## config.mk

```make
export PLATFORM = sky130hd
export DESIGN_NAME = axi_portal_master
export DESIGN_NICKNAME = d
export VERILOG_FILES = /design/src/rtl/axi_portal_pkg.sv /design/src/rtl/axi_watchdog.sv /design/src/rtl/axi_portal_master.sv
export SDC_FILE = /design/constraint.sdc
export NUM_CORES = 1
export LEC_CHECK = 0
export ABC_AREA = 1
export CAP_MARGIN = 20
export CORE_AREA = 4 4 122 124
export CTS_BUF_LIST = sky130_fd_sc_hd__clkbuf_8
export CTS_CLUSTER_DIAMETER = 100
export DETAILED_ROUTE_END_ITERATION = 6
export DIE_AREA = 0 0 126 128
export PLACE_DENSITY = 0.73
export SLEW_MARGIN = 20
export SYNTH_ARGS = -nofsm -noshare
export SYNTH_HDL_FRONTEND = slang
export SYNTH_SLANG_ARGS = --single-unit
export TNS_END_PERCENT = 30
```

## constraint.sdc

```tcl
create_clock -name CLK -period 2.8 [get_ports CLK]
set_clock_uncertainty 0.1 [all_clocks]
set_input_delay 0.56 -clock CLK [delete_from_list [all_inputs] [get_ports CLK]]
set_output_delay 0.56 -clock CLK [all_outputs]
set_load 0.02 [all_outputs]
```

## src/rtl/axi_portal_pkg.sv

```systemverilog
// Shared types and constants for the portal AXI master.
package axi_portal_pkg;

    typedef enum logic [2:0] {
        StIdle,
        StRaddr,
        StRdata,
        StWaddr,
        StWdata,
        StWresp,
        StTout
    } axi_master_state_t;

    localparam logic [1:0]  AXI_RESP_OKAY    = 2'd0;
    localparam logic [1:0]  AXI_RESP_SLVERR  = 2'd2;
    localparam logic [31:0] AXI_TIMEOUT_DATA = 32'hDEAD_BEEF;

endpackage

```

## src/rtl/axi_watchdog.sv

```systemverilog
// Stall counter: counts enabled cycles without a transfer and flags expiry at LIMIT.
module axi_watchdog #(
    parameter int unsigned LIMIT = 1024
) (
    input  logic CLK,
    input  logic nRST,
    input  logic en_i,
    input  logic clr_i,
    output logic expire_o
);

    logic [15:0] cnt_q, cnt_d;

    assign expire_o = en_i && (cnt_q == 16'(LIMIT));

    always_comb begin
        cnt_d = cnt_q;
        if (!en_i || clr_i) begin
            cnt_d = '0;
        end else if (!expire_o) begin
            cnt_d = cnt_q + 16'd1;
        end
    end

    always_ff @(posedge CLK) begin
        if (!nRST) begin
            cnt_q <= '0;
        end else begin
            cnt_q <= cnt_d;
        end
    end

endmodule

```

## src/rtl/axi_portal_master.sv

```systemverilog
// Request-pipe to AXI3 master bridge, one transaction outstanding.
// Optional watchdog and idle drain enabled by AXI_MASTER_TIMEOUT_EN.
module axi_portal_master
    import axi_portal_pkg::*;
#(
    parameter int unsigned ADDR_WIDTH     = 32,
    parameter int unsigned DATA_WIDTH     = 32,
    parameter int unsigned ID_WIDTH       = 12,
    parameter int unsigned TIMEOUT_CYCLES = 1024
) (
    input  logic                  CLK,
    input  logic                  nRST,
    input  logic                  req_valid_i,
    output logic                  req_ready_o,
    input  logic                  req_write_i,
    input  logic [ADDR_WIDTH-1:0] req_addr_i,
    input  logic [3:0]            req_len_i,
    input  logic                  wdata_valid_i,
    output logic                  wdata_ready_o,
    input  logic [DATA_WIDTH-1:0] wdata_i,
    output logic                  rsp_valid_o,
    input  logic                  rsp_ready_i,
    output logic [DATA_WIDTH-1:0] rsp_data_o,
    output logic                  rsp_last_o,
    output logic                  rsp_write_o,
    output logic                  rsp_err_o,
    output logic                  ar_valid_o,
    input  logic                  ar_ready_i,
    output logic [ADDR_WIDTH-1:0] ar_addr_o,
    output logic [ID_WIDTH-1:0]   ar_id_o,
    output logic [3:0]            ar_len_o,
    output logic                  aw_valid_o,
    input  logic                  aw_ready_i,
    output logic [ADDR_WIDTH-1:0] aw_addr_o,
    output logic [ID_WIDTH-1:0]   aw_id_o,
    output logic [3:0]            aw_len_o,
    output logic                  w_valid_o,
    input  logic                  w_ready_i,
    output logic [DATA_WIDTH-1:0] w_data_o,
    output logic [ID_WIDTH-1:0]   w_id_o,
    output logic                  w_last_o,
    input  logic                  r_valid_i,
    output logic                  r_ready_o,
    input  logic [DATA_WIDTH-1:0] r_data_i,
    input  logic [ID_WIDTH-1:0]   r_id_i,
    input  logic                  r_last_i,
    input  logic [1:0]            r_resp_i,
    input  logic                  b_valid_i,
    output logic                  b_ready_o,
    input  logic [ID_WIDTH-1:0]   b_id_i,
    input  logic [1:0]            b_resp_i
);

    axi_master_state_t     state_q, state_d;
    logic [ADDR_WIDTH-1:0] addr_q, addr_d;
    logic [3:0]            len_q, len_d;
    logic [3:0]            beat_q, beat_d;
    logic [ID_WIDTH-1:0]   tid_q, tid_d;
    // Holds req_ready low for the first cycle after reset release.
    logic                  init_q;

    logic last_beat, hs_r, hs_w, hs_b, tout_expire, drain;

    assign last_beat = (beat_q == len_q);
    assign hs_r = (state_q == StRdata) && r_valid_i && rsp_ready_i;
    assign hs_w = (state_q == StWdata) && wdata_valid_i && w_ready_i;
    assign hs_b = (state_q == StWresp) && b_valid_i && rsp_ready_i;

`ifdef AXI_MASTER_TIMEOUT_EN
    axi_watchdog #(
        .LIMIT(TIMEOUT_CYCLES)
    ) u_watchdog (
        .CLK     (CLK),
        .nRST    (nRST),
        .en_i    ((state_q == StRdata) || (state_q == StWdata) || (state_q == StWresp)),
        .clr_i   (hs_r || hs_w || hs_b),
        .expire_o(tout_expire)
    );
    assign drain = 1'b1;
`else
    assign tout_expire = 1'b0;
    assign drain       = 1'b0;
`endif

    always_comb begin
        state_d       = state_q;
        addr_d        = addr_q;
        len_d         = len_q;
        beat_d        = beat_q;
        tid_d         = tid_q;
        req_ready_o   = 1'b0;
        wdata_ready_o = 1'b0;
        rsp_valid_o   = 1'b0;
        rsp_data_o    = '0;
        rsp_last_o    = 1'b0;
        rsp_write_o   = 1'b0;
        rsp_err_o     = 1'b0;
        ar_valid_o    = 1'b0;
        aw_valid_o    = 1'b0;
        w_valid_o     = 1'b0;
        w_data_o      = '0;
        w_last_o      = 1'b0;
        r_ready_o     = 1'b0;
        b_ready_o     = 1'b0;

        unique case (state_q)
            StIdle: begin
                req_ready_o = init_q;
                r_ready_o   = drain && init_q;
                b_ready_o   = drain && init_q;
                if (req_valid_i && init_q) begin
                    addr_d  = req_addr_i;
                    len_d   = req_len_i;
                    tid_d   = tid_q + ID_WIDTH'(1);
                    state_d = req_write_i ? StWaddr : StRaddr;
                end
            end
            StRaddr: begin
                ar_valid_o = 1'b1;
                if (ar_ready_i) begin
                    beat_d  = '0;
                    state_d = StRdata;
                end
            end
            StRdata: begin
                r_ready_o   = rsp_ready_i;
                rsp_valid_o = r_valid_i;
                rsp_data_o  = r_data_i;
                rsp_last_o  = last_beat;
                rsp_err_o   = (r_resp_i != AXI_RESP_OKAY) || (r_id_i != tid_q)
                              || (r_last_i != last_beat);
                if (hs_r) begin
                    beat_d = beat_q + 4'd1;
                    if (last_beat) state_d = StIdle;
                end else if (tout_expire) begin
                    state_d = StTout;
                end
            end
            StWaddr: begin
                aw_valid_o = 1'b1;
                if (aw_ready_i) begin
                    beat_d  = '0;
                    state_d = StWdata;
                end
            end
            StWdata: begin
                w_valid_o     = wdata_valid_i;
                wdata_ready_o = w_ready_i;
                w_data_o      = wdata_i;
                w_last_o      = last_beat;
                if (hs_w) begin
                    beat_d = beat_q + 4'd1;
                    if (last_beat) state_d = StWresp;
                end else if (tout_expire) begin
                    state_d = StTout;
                end
            end
            StWresp: begin
                b_ready_o   = rsp_ready_i;
                rsp_valid_o = b_valid_i;
                rsp_write_o = 1'b1;
                rsp_last_o  = 1'b1;
                rsp_err_o   = (b_resp_i != AXI_RESP_OKAY) || (b_id_i != tid_q);
                if (hs_b) begin
                    state_d = StIdle;
                end else if (tout_expire) begin
                    state_d = StTout;
                end
            end
            StTout: begin
                rsp_valid_o = 1'b1;
                rsp_data_o  = DATA_WIDTH'(AXI_TIMEOUT_DATA);
                rsp_last_o  = 1'b1;
                rsp_err_o   = 1'b1;
                if (rsp_ready_i) state_d = StIdle;
            end
            default: state_d = StIdle;
        endcase
    end

    // Address channels are driven straight from the latched request registers.
    assign ar_addr_o = addr_q;
    assign ar_len_o  = len_q;
    assign ar_id_o   = tid_q;
    assign aw_addr_o = addr_q;
    assign aw_len_o  = len_q;
    assign aw_id_o   = tid_q;
    assign w_id_o    = tid_q;

    always_ff @(posedge CLK) begin
        if (!nRST) begin
            state_q <= StIdle;
            addr_q  <= '0;
            len_q   <= '0;
            beat_q  <= '0;
            tid_q   <= '0;
            init_q  <= 1'b0;
        end else begin
            state_q <= state_d;
            addr_q  <= addr_d;
            len_q   <= len_d;
            beat_q  <= beat_d;
            tid_q   <= tid_d;
            init_q  <= 1'b1;
        end
    end

endmodule

```

Word-level counts from Yosys, hierarchy flattened
Cells that the tools add are included.
{"block": "classes", "n_addsub": 2, "n_mux": 31, "reduce_logical": 18, "n_eq_ne": 19}
{"cell": "one-hot mux 32 bit (2 select lines)", "count": 1}
{"cell": "2-to-1 mux 32 bit", "count": 1}
{"cell": "2-to-1 mux 3 bit", "count": 9}
{"cell": "!= test 12 bit", "count": 2}
{"cell": "one-hot mux 3 bit (7 select lines)", "count": 1}
{"cell": "!= test 2 bit, second input constant", "count": 9}
{"cell": "2-to-1 mux 4 bit", "count": 4}
{"cell": "one-hot mux 4 bit (4 select lines)", "count": 1}
{"cell": "adder 12 x 1 -> 12 bit, second input constant", "count": 1}
{"cell": "2-to-1 mux 1 bit", "count": 10}
{"cell": "== test 3 bit, second input constant", "count": 3}
{"cell": "AND reduction 9 bit", "count": 1}
{"cell": "logical AND 1 bit", "count": 7}
{"cell": "== test 3 x 2 -> 1 bit, second input constant", "count": 2}
{"cell": "one-hot mux 1 bit (3 select lines)", "count": 2}
{"cell": "AND reduction 5 bit", "count": 1}
{"cell": "adder 4 x 1 -> 4 bit, second input constant", "count": 1}
{"cell": "== test 4 bit", "count": 1}
{"cell": "nonzero test 2 bit", "count": 2}
{"cell": "nonzero test 4 bit", "count": 1}
{"cell": "== test 3 x 1 -> 1 bit, second input constant", "count": 1}
{"cell": "logical NOT 3 bit", "count": 1}
{"cell": "logical OR 1 bit", "count": 3}
{"cell": "2-to-1 mux 2 bit", "count": 1}
{"cell": "4 further kinds", "count": 4}
{"block": "word_totals", "wordCells": 76, "input_bits": 140, "output_inout_bits": 184, "reg_bits": 56}

Longest topological paths before layout
Gate-level depths: netlist of run 1.
{"block": "logic_depth", "word_depth": 5, "ltp_mapped": 11, "mapped_depth_nobuf": 10}

Worst setup path after synthesis of run 1
Ideal clock, no wire load.
{"block": "synth_timing", "path_kind": "reg-to-output", "startpoint": "register state_q[1]", "endpoint": "output rsp_last_o", "setup_slack_ps": 764, "arrival_ps": 1376, "required_ps": 2140, "path_stages_with_launch": 6, "n_path_buf": 1, "cell_sequence": "dfxtp_1 > inv_2 > nor2_4 > nand2_1 > clkbuf_1 > o21bai_1"}
{"block": "synth_between", "elab_chain_len": 3, "elab_cells_between_ends": 5, "classes_between": "eq/ne (3); mux (1); reduce/logical (1)"}
{"element": "start: declaration", "line_no": "axi_portal_master.sv:54", "rtl": "axi_master_state_t state_q, state_d;"}
{"element": "start signal: assignment", "line_no": "axi_portal_master.sv:192", "rtl": "state_q <= StIdle;"}
{"element": "start signal: assignment", "line_no": "axi_portal_master.sv:199", "rtl": "state_q <= state_d;"}
{"element": "== test 3 bit", "line_no": "axi_portal_master.sv:106", "rtl": "unique case (state_q)"}
{"element": "OR reduction 2 bit (no source line)"}
{"element": "one-hot mux 1 bit (2 select lines) *", "line_no": "axi_portal_master.sv:106"}
{"element": "end: declaration", "line_no": "axi_portal_master.sv:24", "rtl": "output logic rsp_last_o,"}
Mark *: on every way between the ends. The rest lies on a longest branch, timed or not.

Worst setup path in the final report of run 1
{"block": "layout_timing", "startpoint": "register state_q[1]", "endpoint": "output rsp_data_o[18]"}
{"block": "layout_between", "elab_chain_len": 2, "elab_cells_between_ends": 3, "classes_between": "eq/ne (2); mux (1)"}
{"element": "== test 3 bit / == test 3 x 2 -> 1 bit (equally long branches)", "line_no": "axi_portal_master.sv:106"}
{"element": "one-hot mux 32 bit (2 select lines) *", "line_no": "axi_portal_master.sv:106"}
{"element": "end: declaration", "line_no": "axi_portal_master.sv:23", "rtl": "output logic [DATA_WIDTH-1:0] rsp_data_o,"}
Marked as above.

==> impl_metrics.yaml, run 1 <==
critical_path:
  worstPathRequired_ns: 2.14
  regToRegEndpoint: "ar_id_o[7]$_SDFFE_PN0P_"
  worst_r2r_startpoint: "ar_id_o[0]$_SDFFE_PN0P_"
  critical_setup_path_kind: "reg -> out"
  path_max_fanout: 20
  worstPathArrival_ns: 2.00
  worstRegToRegCells: 7
  worstSetupEndpointType: "output pin"
  setup.worst_path.start_class: "flop"
  cp-startpoint: "state_q[1]$_SDFFE_PN0P_"
  setup.reg_to_reg.worst_slack_ns: 0.96
layout:
  share_of_post_route_cells_with_drive_strength_above_1_pct: 5.95
  synthToLayoutAreaGrowth_pct: 81.6
  utilization_pct: 51.1
  layout.filler_cells: 1378
  num_antenna_cells: 0
  nets: 1049
route:
  drt-initial-drc-count: 180
  antenna_violating_nets_post_route: 0
  vias_per_cell: 4.42
  routed_wl_um: 16000
  vias_after_detailed_routing: 4806
  first_pass_drt_iterations: 4
  routed_wire_length_per_instance_um: 14.7
  drc_errors: 0
yosys:
  postSynthCellCount: 641
  post_synthesis_cell_type_with_the_largest_combined_area: "sky130_fd_sc_hd__dfxtp_1"
  postSynthRegisterBits: 56
  post-synth-top-area-fraction_pct: 28.9
  syn_nets: 783
  synth_cell_type_count: 29
  yosys_warnings: 0
  yosysSeqAreaShare_pct: 28.9
  synth_top_cells_by_area: "sky130_fd_sc_hd__dfxtp_1, sky130_fd_sc_hd__nor2_1, sky130_fd_sc_hd__nand2_1, sky130_fd_sc_hd__buf_4, sky130_fd_sc_hd__inv_1"
  synthesis.area_per_instance_um2: 6.05
  netlist_area_um2: 3870
floorplanning:
  rows: 43
  coreArea_um2: 13800
  io_pins: 324
  floorplan.initialDensity_pct: 28.1
  die_width_um: 126
  die_area_um2: 16100
  die_h_um: 128
timing:
  worst-slew-pin-transition_ns: 0.487
  final.period_utilization_pct: 95.1
  fmaxAchievable_ghz: 0.375
  grt_setup_unrepaired: "no"
  report.final.hold_viol_count: 0
  postLayoutSetupSlackWorst_ns: 0.136
  final_period_minus_worst_setup_slack_ns: 2.66
  final-setup-viol-count: 0
  slew_headroom_pct: 67.3
  slew_viol_final: 0
status:
  outcome: "complete, no violations"
grt:
  vias_in_the_first_global_route: 4647
  grt_start_max_net_pins: 25
  grt_pass1_wl_um: 24800
  grt_overflow_total: 0
  grt_usage_pct: 19.0
  antenna_found_initial: 0
clock_tree:
  max_h_tree_level: 2
  clkSinkCount: 56
  clk_latency_ns: 0.32
  cts.reportedPaths.clkPinSlew_ns: 0.10
  cts_tree: "done"
  cts_made_buffers: 5
  clock_path_buffers: 2
  clock_tree.root_cell: "sky130_fd_sc_hd__clkbuf_8"
  ctsHoldBuffers: 0
pwr:
  total_leakage_power_uw: 0.00317
  vdd_ir_drop_max_v: 0.000292
  power_uw: 4030
  pwr_density_cell_nw_per_um2: 572
place:
  detailed_place_hpwl_um: 13300
  pre_cts_slack_ns: -0.135
  place.gp.congestion: 0.840
  portBuffers: 323
worst_hold_path:
  worst_hold_path.num_cells: 2
  hold_end: "beat_q[3]$_SDFFE_PN0P_"
  worst_hold_startpoint: "beat_q[3]$_SDFFE_PN0P_"
  hold_path_class: "reg -> reg"
flow_run:
  cap_viol_max_count: 0
-- worst max-delay path, stage by stage (launching register included) --
cell	delay, ns
sky130_fd_sc_hd__dfxtp_2	0.40
sky130_fd_sc_hd__inv_2	0.09
sky130_fd_sc_hd__nor2_4	0.22
sky130_fd_sc_hd__buf_6	0.22
sky130_fd_sc_hd__nand2_1	0.07
sky130_fd_sc_hd__nand2_1	0.06
sky130_fd_sc_hd__clkdlybuf4s50_1	0.64
-- what timing repair did --
action,4_1_cts,5_1_grt
gates cloned,0,0
endpoints found under the setup margin,21,31
gates resized for setup,5,6
pin swaps,0,1
buffers inserted,0,1
-- power by group --
| part | total, µW | switching [µW] | internal (µW) |
|---|---|---|---|
| clock network | 497 | 289 | 208 |
| logic | 2480 | 1350 | 1120 |
| registers | 1050 | 132 | 920 |
-- layer usage --
layer  GRT usage [%]  routed length, µm
met1            22.8               6390
met2            34.1               8060
met3            5.58               1460
met4            3.09                122
met5               0                  0
-- flip-flops by register name, indices dropped and copies added (netlist names) --
name	flops
ar_addr_o	32
ar_id_o	12
ar_len_o	4
beat_q	4
init_q	1
state_q	3
-- synth_stat cells --
master                       n
sky130_fd_sc_hd__dfxtp_1    56
sky130_fd_sc_hd__o21ai_1     2
sky130_fd_sc_hd__nand4_1     5
sky130_fd_sc_hd__nand3b_1    2
sky130_fd_sc_hd__buf_4      62
sky130_fd_sc_hd__inv_2       3
sky130_fd_sc_hd__nand2_2     3
sky130_fd_sc_hd__xnor2_1     6
sky130_fd_sc_hd__o21bai_1    1
sky130_fd_sc_hd__xor2_1      4
sky130_fd_sc_hd__buf_2       9
sky130_fd_sc_hd__buf_1       2
sky130_fd_sc_hd__inv_1      89
sky130_fd_sc_hd__nand3_2     3
sky130_fd_sc_hd__nor3b_1     1
sky130_fd_sc_hd__ha_1        2
sky130_fd_sc_hd__nand2_1   133
sky130_fd_sc_hd__nor3_1     10
sky130_fd_sc_hd__or2_2       2
sky130_fd_sc_hd__clkbuf_1   11
sky130_fd_sc_hd__nor2_4      5
sky130_fd_sc_hd__nand3_1    13
sky130_fd_sc_hd__a21oi_1    21
sky130_fd_sc_hd__nor2_2      4
sky130_fd_sc_hd__nor2_1    137
sky130_fd_sc_hd__o21ai_0    50
sky130_fd_sc_hd__o211ai_1    2
sky130_fd_sc_hd__nand2_4     1
sky130_fd_sc_hd__o22ai_1     2
-- metrics by stage --
| stage | setup TNS, ns | cell area (µm²) | cells | hold slack [ns] |
|---|---|---|---|---|
| after CTS | -0.0122 | 7020 | 1087 | 0.395 |
| after global routing | 0 | 7040 | 1088 | 0.423 |
| after global placement | -0.147 | 6910 | 1079 | 0.376 |
| after floorplan | 0 | 3870 | 641 | 0.357 |
| final | 0 | 7040 | 1088 | 0.389 |
| after detailed placement | -0.135 | 6910 | 1079 | 0.379 |
-- cells by family (layout without fill, tap and decap cells) --
logic type               Yosys count  after routing  share of synthesized area, %
AND/OR/NAND/NOR                  319            319                          34.5
buffers and inverters            176            443                          23.3
flip-flops                        56             56                          28.9
AO/OA/AOI/OAI                     78             78                          10.3
XOR/XNOR                          10             10                          2.26
adder cells (fa/ha/maj)            2              2                         0.646
-- worst max path at each step --
stage	end	slack, ns	depth (start not counted)
floorplan	rsp_last_o	0.76	5
global placement	rsp_err_o	-0.15	9
detailed placement	rsp_err_o	-0.14	9
CTS	rsp_data_o[18]	-0.01	6
global route	rsp_valid_o	0.002	5
finish	rsp_data_o[18]	0.14	6
-- cell type report --
cell class | instances | area [µm²] | share of cell area (%)
Timing Repair Buffer | 343 | 3380 | 48.1
Multi-Input combinational cell | 409 | 1860 | 26.4
Sequential cell | 56 | 1120 | 15.9
Inverter | 92 | 345 | 4.91
Tap cell | 180 | 225 | 3.20
Clock buffer | 6 | 82.6 | 1.17
Clock inverter | 2 | 17.5 | 0.249
-- cells in the final DEF (no fill, tap or decap), drive strengths merged --
master and n:
a21oi 21, ha 2, clkdlybuf4s50 318, nand3 16, xnor2 6, dfxtp 56, o21bai 1, xor2 4
nor2 146, nor3b 1, nand2 137, o21ai 52, nor3 10, dlymetal6s2s 2, clkbuf 7, or2 2
o22ai 2, dlygate4sd2 1, buf 21, inv 94, nand4 5, nand3b 2, o211ai 2
Power figures use the tool's default switching activity.
==> inputs of run 2 (changes only) <==
--- a/constraint.sdc
+++ b/constraint.sdc
@@ -4,2 +4,2 @@
 set_output_delay 0.56 -clock CLK [all_outputs]
-set_load 0.02 [all_outputs]
+set_load 0.1 [all_outputs]
==> run 2 against run 1 <==
Against the previous run: first-iteration DRC count is 9.4% higher; combinational power up 120%; cell count down 0.92%; fmax rose by 1.4%; largest power group unchanged; sequential share of layout area is 0.65 points lower; clock-buffer cell count unchanged; worst setup slack better by 0.037 ns.
==> impl_metrics.yaml, run 2 (synthesis results as in run 1) <==
route:
  routed_wire_length_per_instance_um: 15.0
  drc_errors: 0
  vias_per_cell: 4.41
  antenna_violating_nets_post_route: 0
  first_pass_drt_iterations: 4
  routed_wl_um: 16100
  drt-initial-drc-count: 197
  vias_after_detailed_routing: 4754
critical_path:
  critical_setup_path_kind: "reg -> out"
  critical_path.slowest_cell: "sky130_fd_sc_hd__dfxtp_1"
  path_max_fanout: 5
  critical_path.cell_chain: "inv_1, nand2_1, nand2_1, nor2_1, nand2_1, nand2_1, nand2_1, nand3_1, nand2_1, nand2_1, buf_12"
  worstPathArrival_ns: 1.97
  delay_of_the_slowest_critical_path_stage_ns: 0.44
  worstRegToRegCells: 8
  worstSetupEndpointType: "output pin"
  setup.worst_path.start_class: "flop"
  crit_top_cell: "sky130_fd_sc_hd__nand2_1"
  worstPathRequired_ns: 2.14
clock_tree:
  clock_path_buffers: 2
  max_h_tree_level: 2
  cts.reportedPaths.clkPinSlew_ns: 0.10
  resized_cells_post_cts: 0
  postCtsSetupRepairBufs: 0
  clock_tree.root_cell: "sky130_fd_sc_hd__clkbuf_8"
  cts_made_buffers: 5
  ctsHoldBuffers: 0
  clkSinkCount: 56
  clk_latency_ns: 0.32
  cts_tree: "done"
layout:
  postLayoutCellArea_um2: 7440
  final_cell_mix: "sky130_fd_sc_hd__clkdlybuf4s50_1, sky130_fd_sc_hd__nor2_1, sky130_fd_sc_hd__nand2_1, sky130_fd_sc_hd__buf_4, sky130_fd_sc_hd__inv_1"
  number_of_flip_flops_under_the_largest_register_name: 32
  share_of_post_route_cells_with_drive_strength_above_1_pct: 26.6
  nets: 1039
  synthToLayoutAreaGrowth_pct: 92.0
  layout.filler_cells: 1303
  utilization_pct: 54.0
  layout_commonest_cell: "sky130_fd_sc_hd__clkdlybuf4s50_1"
  num_antenna_cells: 0
timing:
  slew_viol_final: 0
  final.period_utilization_pct: 93.8
  worst-slew-pin-transition_ns: 0.537
  finalSetupTns_ns: 0
  report.final.hold_viol_count: 0
  final_period_minus_worst_setup_slack_ns: 2.63
  grt_setup_unrepaired: "no"
  slew_headroom_pct: 64.1
  fmaxAchievable_ghz: 0.381
  final-setup-viol-count: 0
floorplanning:
  floorplan.initialDensity_pct: 28.1
  die_h_um: 128
  die_area_um2: 16100
  io_pins: 324
  coreArea_um2: 13800
  rows: 43
  die_width_um: 126
pwr:
  vdd_ir_drop_max_v: 0.000544
  total_leakage_power_uw: 0.00365
  pwr_density_cell_nw_per_um2: 935
  power_uw: 6960
grt:
  antenna_found_initial: 0
  vias_in_the_first_global_route: 4489
  grt_pass1_wl_um: 24400
  grt_usage_pct: 18.7
  grt_start_max_net_pins: 52
  grt_overflow_total: 0
place:
  detailed_place.area_um2: 7340
  detailed_place_hpwl_um: 13400
  portBuffers: 323
  place.gp.congestion: 0.851
worst_hold_path:
  hold_path_class: "reg -> reg"
  worst_hold_path.num_cells: 2
status:
  outcome: "complete, no violations"
flow_run:
  cap_viol_max_count: 0
[run 2: cell count changes in the layout (fill, tap and decap cells not counted), sizes merged]
| cell | delta |
|---|---|
| dlygate4sd2 | -1 |
| clkinvlp | +1 |
| clkbuf | -1 |
| clkdlybuf4s50 | -179 |
| inv | -1 |
| buf | +173 |
| dlymetal6s2s | -2 |
[run 2: layout make-up]
type                       instances  area (µm²)  area share, %
clock inverter                     2        18.8          0.252
tap                              180         225           3.03
timing repair buffer             333        3770           50.7
sequential                        56        1140           15.3
inverter                          92         345           4.64
clock buffer                       6        82.6           1.11
multi-input combinational        409        1860           24.9
[run 2: power by group]
| group | leakage, µW | switching (µW) | internal, µW | total, µW |
|---|---|---|---|---|
| clock network | 0.0000493 | 288 | 208 | 496 |
| registers | 0.000464 | 147 | 922 | 1070 |
| logic | 0.00314 | 3930 | 1460 | 5390 |
[run 2: through the flow]
step | setup WS (ns) | hold WS, ns | cells
2_1_floorplan | -0.147 | 0.357 | 641
3_3_place_gp | 0.216 | 0.374 | 1070
3_5_place_dp | 0.209 | 0.379 | 1070
4_1_cts | 0.136 | 0.397 | 1078
5_1_grt | 0.00889 | 0.434 | 1078
6_report | 0.174 | 0.398 | 1078
[run 2: final timing paths]
path | from | to | slack (ns)
setup / recovery | beat_q[2]$_SDFFE_PN0P_ | rsp_err_o | 0.17
hold / removal | beat_q[3]$_SDFFE_PN0P_ | beat_q[3]$_SDFFE_PN0P_ | 0.40
setup reg to reg | state_q[2]$_SDFFE_PN0P_ | state_q[2]$_SDFFE_PN0P_ | 0.78
hold reg to reg | beat_q[3]$_SDFFE_PN0P_ | beat_q[3]$_SDFFE_PN0P_ | 0.40
[run 2: routing by layer]
metal | GRT usage [%] | vias up | wire length, µm
li1 | - | 2396 | -
met1 | 23.0 | 2130 | 6550
met2 | 33.4 | 218 | 8010
met3 | 4.63 | 10 | 1440
met4 | 3.66 | 0 | 141
met5 | 0 | - | 0
[run 2: worst max-delay path, delay by kind of cell, from the launching register on]
kind | cells | cell delay (ns)
buffers and inverters | 2 | 0.24
and+or+nand+nor | 9 | 0.95
DFF | 1 | 0.44
==> inputs of run 3 (changes only) <==
Settings changed: CAP_MARGIN 20 to 25.
==> results of run 3 <==
The final DEF is identical to that of run 2; final timing and power are the same.
